[src/rtl/dds_sin_ctrl.sv]
// DDS controller: phase accumulator addressing a registered sine ROM, with
// amplitude scaling of the returned word and a run/drain control FSM.
module dds_sin_ctrl #(
    parameter int PW         = 30,
    parameter int ADDR_WIDTH = 8,
    parameter int DATA_WIDTH = 16
) (
    input  logic                  clk,
    input  logic                  reset,
    input  logic                  start,
    input  logic                  stop,
    input  logic                  tick,
    input  logic [PW-1:0]         fccw,
    input  logic [PW-1:0]         poff,
    input  logic [DATA_WIDTH-1:0] amp,
    output logic [ADDR_WIDTH-1:0] rom_addr,
    input  logic [DATA_WIDTH-1:0] rom_data,
    output logic [DATA_WIDTH-1:0] sample,
    output logic                  sample_valid,
    output logic                  busy
);

    typedef enum logic [1:0] {
        IDLE  = 2'd0,
        RUN   = 2'd1,
        DRAIN = 2'd2
    } state_t;

    state_t                  state_q;
    logic [PW-1:0]           phase_q;
    logic [ADDR_WIDTH-1:0]   rom_addr_q;
    logic                    s1_q;
    logic                    s2_q;
    logic [DATA_WIDTH-1:0]   amp_s1_q;
    logic [DATA_WIDTH-1:0]   amp_s2_q;
    logic [DATA_WIDTH-1:0]   sample_q;
    logic                    sample_valid_q;

    logic                      accept;
    logic [PW-1:0]             addr_phase;
    logic [PW-1:0]             phase_d;
    logic [ADDR_WIDTH-1:0]     rom_addr_d;
    logic signed [2*DATA_WIDTH-1:0] product;
    logic [DATA_WIDTH-1:0]     sample_d;

    // stop outranks a coincident tick, so that tick never enters the pipe
    assign accept     = (state_q == RUN) && tick && !stop;
    assign addr_phase = phase_q + poff;
    assign phase_d    = phase_q + fccw;
    assign rom_addr_d = ADDR_WIDTH'(addr_phase >> (PW - ADDR_WIDTH));

    // Q1.15 scaling; ROM never returns 0x8000, so the floor shift cannot overflow
    assign product  = $signed(rom_data) * $signed(amp_s2_q);
    assign sample_d = DATA_WIDTH'(product >>> (DATA_WIDTH - 1));

    always_ff @(posedge clk or posedge reset) begin
        if (reset) begin
            state_q        <= IDLE;
            phase_q        <= '0;
            rom_addr_q     <= '0;
            s1_q           <= 1'b0;
            s2_q           <= 1'b0;
            amp_s1_q       <= '0;
            amp_s2_q       <= '0;
            sample_q       <= '0;
            sample_valid_q <= 1'b0;
        end else begin
            case (state_q)
                IDLE: begin
                    if (start) begin
                        state_q <= RUN;
                        phase_q <= '0;
                    end
                end
                RUN: begin
                    if (stop) begin
                        state_q <= DRAIN;
                    end else if (tick) begin
                        phase_q    <= phase_d;
                        rom_addr_q <= rom_addr_d;
                    end
                end
                DRAIN: begin
                    if (!s1_q && !s2_q) begin
                        state_q <= IDLE;
                    end
                end
                default: state_q <= IDLE;
            endcase

            s1_q <= accept;
            if (accept) begin
                amp_s1_q <= amp;
            end
            s2_q     <= s1_q;
            amp_s2_q <= amp_s1_q;

            // rom_data for the stage-2 tick is on the bus during this cycle
            sample_valid_q <= s2_q;
            if (s2_q) begin
                sample_q <= sample_d;
            end
        end
    end

    assign rom_addr     = rom_addr_q;
    assign sample       = sample_q;
    assign sample_valid = sample_valid_q;
    assign busy         = (state_q != IDLE);

endmodule

[config.mk]
export PLATFORM = sky130hd
export DESIGN_NAME = dds_sin_ctrl
export DESIGN_NICKNAME = d
export VERILOG_FILES = /design/src/rtl/dds_sin_ctrl.sv
export SDC_FILE = /design/constraint.sdc
export NUM_CORES = 1
export LEC_CHECK = 0
export ABC_AREA = 1
export CAP_MARGIN = 15
export CORE_MARGIN = 5
export CORE_UTILIZATION = 25
export DETAILED_ROUTE_END_ITERATION = 8
export HOLD_SLACK_MARGIN = 0.1
export MAX_ROUTING_LAYER = met4
export SLEW_MARGIN = 20
export SYNTH_ARGS = -nofsm -noshare
export SYNTH_HDL_FRONTEND = slang
export SYNTH_SLANG_ARGS = --single-unit
[constraint.sdc]
create_clock -name clk -period 5.46 [get_ports clk]
set_input_delay 1.092 -clock clk [delete_from_list [all_inputs] [get_ports clk]]
set_output_delay 1.092 -clock clk [all_outputs]
set_load 0.005 [all_outputs]
# Word-level counts from Yosys, hierarchy flattened
# Index checks and enable logic that the tools add are counted.
[classes]
reduce_logical = 12
bitwise = 1
n_mux = 8
multipliers = 1
add_sub_neg = 2
n_eq_ne = 7
[ops]
columns = ["op", "count"]
rows = [
  ["30-bit two-way mux", 3],
  ["30-bit adder", 2],
  ["30-bit one-hot mux with 2 select lines", 1],
  ["16-bit by 16-bit multiplier with 31-bit output", 1],
  ["2-bit inequality test (second input constant)", 5],
  ["2-bit two-way mux", 3],
  ["2-bit one-hot mux with 3 select lines", 1],
  ["3-bit AND reduction", 2],
  ["4-bit AND reduction", 1],
  ["2-bit nonzero test", 2],
  ["1-bit logical AND", 3],
  ["1-bit logical NOT", 3],
  ["2-bit by 1-bit equality test with 1-bit output (second input constant)", 1],
  ["2-bit equality test (second input constant)", 1],
  ["2-bit logical NOT", 1],
  ["1-bit inverter", 1],
]
[word_totals]
out_inout_bits = 26
word_cells = 40
regBits = 91

# Longest topological paths before layout
[logic_depth]
ltp_word = 4
depth_mapped = 29
ltp_nobuf = 27

# Worst setup path after synthesis
# No wires, ideal clock.
[synth_path]
path_kind = "input to register"
start = "in rom_data[15]"
end = "reg sample_q[14] (netlist: sample[14])"
setup_slack_ps = -811
stages = 22
path_buffers = 2
arrival_time_ps = 6153
cell_sequence = "buf_4 > clkbuf_1 > nand2_1 > fa_1 > inv_1 > fa_1 > inv_1 > fa_1 > fa_1 > fa_1 > fa_1 > inv_1 > ha_1 > inv_1 > nor3_1 > nand2_1 > nor4_1 > nand2_1 > nand2_1 > nand2_1 > nand3_1 > nand2_1"
[synth_via]
elab_chain_cells = 1
[synth_lines]
columns = ["item", "line", "rtl"]
rows = [
  ["start, declared", "17", "input logic [DATA_WIDTH-1:0] rom_data,"],
  ["16-bit by 16-bit multiplier with 31-bit output", "53", "assign product = $signed(rom_data) * $signed(amp_s2_q);"],
  ["end signal, assigned", "101", "sample_q <= sample_d;"],
  ["end, declared", "36", "logic [DATA_WIDTH-1:0] sample_q;"],
]
# No other way between the ends.
# A chain may end at the register's enable or synchronous reset.

# Worst setup path in the final report
[layout_path]
start = "in rom_data[5]"
end = "reg sample_q[15] (netlist: sample[15])"
# The elaborated chain is that of the path after synthesis.

==> results.md <==
- The run finished, with violations left.
- The final reports fail on negative setup slack.
- In the layout the commonest cells are 650 x nand2_1, 483 x inv_1, 235 x fa_1.
- The clock transition at the register clock pins on the worst setup and hold paths after CTS is ~0.080 ns.
- For this run, the top clock speed supported by timing is ~0.17 GHz.
- The die covers roughly 73000 um2.
- The CTS tree is yes.
- The number of different library cells used by synthesis comes to 39.
- The final critical-path setup slack is -0.300 ns.
- The critical path start-end classification is input pin to register.
- In the finished design, the share of the clock period the worst path needs comes to 1.06.
- The wire-length estimate of the detail-placed layout is ~45000 um.
- The highest net fanout along the worst path is 5.
- The count of buffers inserted at the top-level ports is around 120.
- The number of hold violations in the final report is 0.
- The core outline area is approximately 67000 um2.
- The multi-input combinational cell area is between 10000 and 15000 um2.
- Of the cells placed in the final design, the portion with a size suffix greater than 1 is 0.198.
- The overall global routing resource usage is 0.154.
- The area of all sequential standard cells is roughly 2300 um2.
- The synthesized net count is ~2900.
- The number of nets in the final layout is between 3000 and 4000.
- The initial core utilization is 0.252.
- The number of antenna violations at the first check in global routing is 0.
- The final wirelength is between 50000 and 60000 um.
- The max-capacitance violation count is 0.
- The final design area excluding fillers is approximately 23000 um2.
- The critical path required time is roughly 5.7 ns.
- The reg-to-reg endpoint is sample[15].
- The leading register cell type out of synthesis is dfrtp_1.
- Setup violations remaining at the end of the flow were counted as 16.
- The post-synthesis async set-or-reset flop share is 1.00.
- The via count of the first global-routing pass is about 16000.
- Yosys attributes the largest share of cell area to fa_1 30%, nand2_1 16%, dfrtp_1 13%.
- The share of synthesized area in the top cell type comes to 0.303.
- The library cell used most frequently in the layout, excluding fill and tap cells, is nand2_1.
- The share of the Yosys chip area taken by registers is 0.135.
- The clock insertion delay at the later pin of the skew report is ~0.37 ns.
- The cell type with the highest aggregate area in the netlist is fa_1.
- The vertical extent of the die is roughly 270 um.
- Yosys printed 0 warnings.
- The total congestion overflow after global routing is 0.
- The worst hold path terminates at amp_s2_q[13].
- The number of H-tree levels is 3.
- The signed area change from the synthesized netlist to the final layout is 33.6%.
- The congestion estimate from routability-driven global placement came to between 0.9 and 1.
- The I/O pin count is 123.
- The routed via count divided by cell count is 4.46.
- The number of diodes added for antenna fixing is 0.
- The critical path's most frequent cell is inv_2.
- The post-synth design cell area is between 15000 and 20000 um2.
- The slowest cell on the critical path is fa_2.
- The final cell utilization of the core is 0.336.
- The critical path's largest stage delay is 0.54 ns.
- The area of placed instances is 20600 um2.
- The type of the tightest min-delay check is register to register.
- The tree built by TritonCTS fans out to 91 sinks.
- The DRC marker count from the first detailed-route iteration is ~900.
- For this run, design rule violations remaining after detail routing come to 0.
- Headroom to the max-slew limit came out at 0.339.
- Entering global routing, the biggest net connects 49 pins.
- The first global-routing pass estimated between 80000 and 90000 um of wire.
- The cell count after synthesis came out at between 2000 and 2500.
- The first detailed-routing pass ran for 7 iterations.
- STA classifies the critical path endpoint as a register.
- The count of flip-flops with a built-in enable after synthesis is 0.
- Measured along the x axis, the die boundary spans 270 um.
- Setup slack on the worst reg-to-reg path comes out at -0.14 ns.
- The start point of the worst min-delay path is amp_s1_q[13].
- The data arrival time of the critical path is 6.01 ns.
- Counting cells, the worst reg-to-reg path comes to 23.
- Setup repair after global routing could not meet its margin everywhere.
- The routed layout has 15691 vias.
- The count of pins over their slew limit is 0.
- The average routed wire per standard cell is ~15 um.
- Row generation in the floorplan step produced between 90 and 100 rows.
- The post-route antenna net violation count is 0.
- Synthesis inferred 91 register bits.
- Averaged over all synthesized cells, the footprint is approximately 7.1 um2.
- CTS placed an instance of clkbuf_16 at the clock tree root.
- The clock arrives with about 0.010 ns of skew.
- The kind of start point of the critical path is an input pin.
- The startpoint identified for the worst register-to-register timing path is amp_s2_q[1].
- After clock tree synthesis, the flow added hold-fix buffers numbering 0.
- The cell depth of the worst hold path is 0.
- The number of fill cells is 7030.
- For the finished layout, the period the worst path requires is between 5 and 6 ns.
- The total CTS buffers is 9.
- The transition time of the tightest slew-check pin is ~0.99 ns.
- The number of buffers on the longest clock path is 2.
-- worst max-delay path, delay by kind of cell --
family                   cells  cell delay (ns)
AND/OR/NAND/NOR             11             0.91
adder cells (fa/ha/maj)      7             3.37
buffers and inverters        9             0.61
-- worst max-delay path by stage --
| stage | slack [ns] | from | endpoint | cells past startpoint |
|---|---|---|---|---|
| after CTS | -0.35 | rom_data[15] | sample[13] | 24 |
| after detailed placement | -1.14 | rom_data[15] | sample[15] | 22 |
| after global routing | -0.47 | rom_data[5] | sample[15] | 28 |
| final | -0.30 | rom_data[5] | sample[15] | 27 |
| after global placement | -1.12 | rom_data[11] | sample[13] | 23 |
| after floorplan | -0.39 | rom_data[15] | sample[14] | 22 |
-- sequential cells by signal, indices dropped and copies added (netlist names) --
signal,flops
phase_q,30
amp_s1_q,16
amp_s2_q,16
sample,16
rom_addr,8
state_q,2
s1_q,1
s2_q,1
sample_valid,1
-- metrics by stage --
stage	setup WS, ns	hold slack (ns)	TNS [ns]	std cells
after floorplan	-0.391	0.354	-3.38	2365
after global placement	-1.12	0.357	-16.36	3433
after detailed placement	-1.14	0.360	-16.66	3433
after CTS	-0.345	0.379	-4.36	3506
after global routing	-0.468	0.390	-6.38	3515
final	-0.300	0.378	-3.58	3515
-- final cells by class --
class                           count  area share
Inverter                          553      0.0925
Tap cell                          873      0.0484
Clock inverter                      7     0.00394
Clock buffer                        9     0.00998
Multi-Input combinational cell   1653       0.596
Timing Repair Buffer              329       0.148
Sequential cell                    91       0.101
-- layer usage --
layer | part of all wire | track usage | routed length, um
met5 | 0 | - | 0
met4 | 0.022 | 0.0336 | 1180
met3 | 0.045 | 0.0203 | 2440
met2 | 0.51 | 0.272 | 27300
met1 | 0.43 | 0.188 | 23200
-- timing repair --
action	4_1_cts	5_1_grt
pin swaps	151	141
setup endpoints to repair	16	16
gates resized for setup	263	130
buffers inserted	53	14
gates cloned	5	1
-- logic make-up after synthesis --
family,count (synthesis),synth area share
xor gates and xnor gates,10,0.00518
and+or+nand+nor,1064,0.257
adders and majority gates,390,0.403
buffers and inverters,621,0.139
AOI/OAI and AO/OA,189,0.0614
DFF,91,0.135
-- cells in the mapped netlist, types with 6 or more instances --
library cell  instances
fa_1                256
inv_1               552
o21bai_1             16
nand3_1             107
buf_2                 7
dfrtp_1              91
nor4_1                7
nand2_2               9
nor2_1              142
nand3b_1             11
ha_1                134
nor3_1               23
a21oi_1              92
xnor2_1               6
or2_2                 6
clkbuf_1             58
o21ai_0              53
a31oi_1               6
o21ai_1               6
nand2_1             729
nand4_1              18
Power is left out: the tool's default activity adds up to more than one toggle a clock period on the data nets, which glitch-free logic cannot reach.
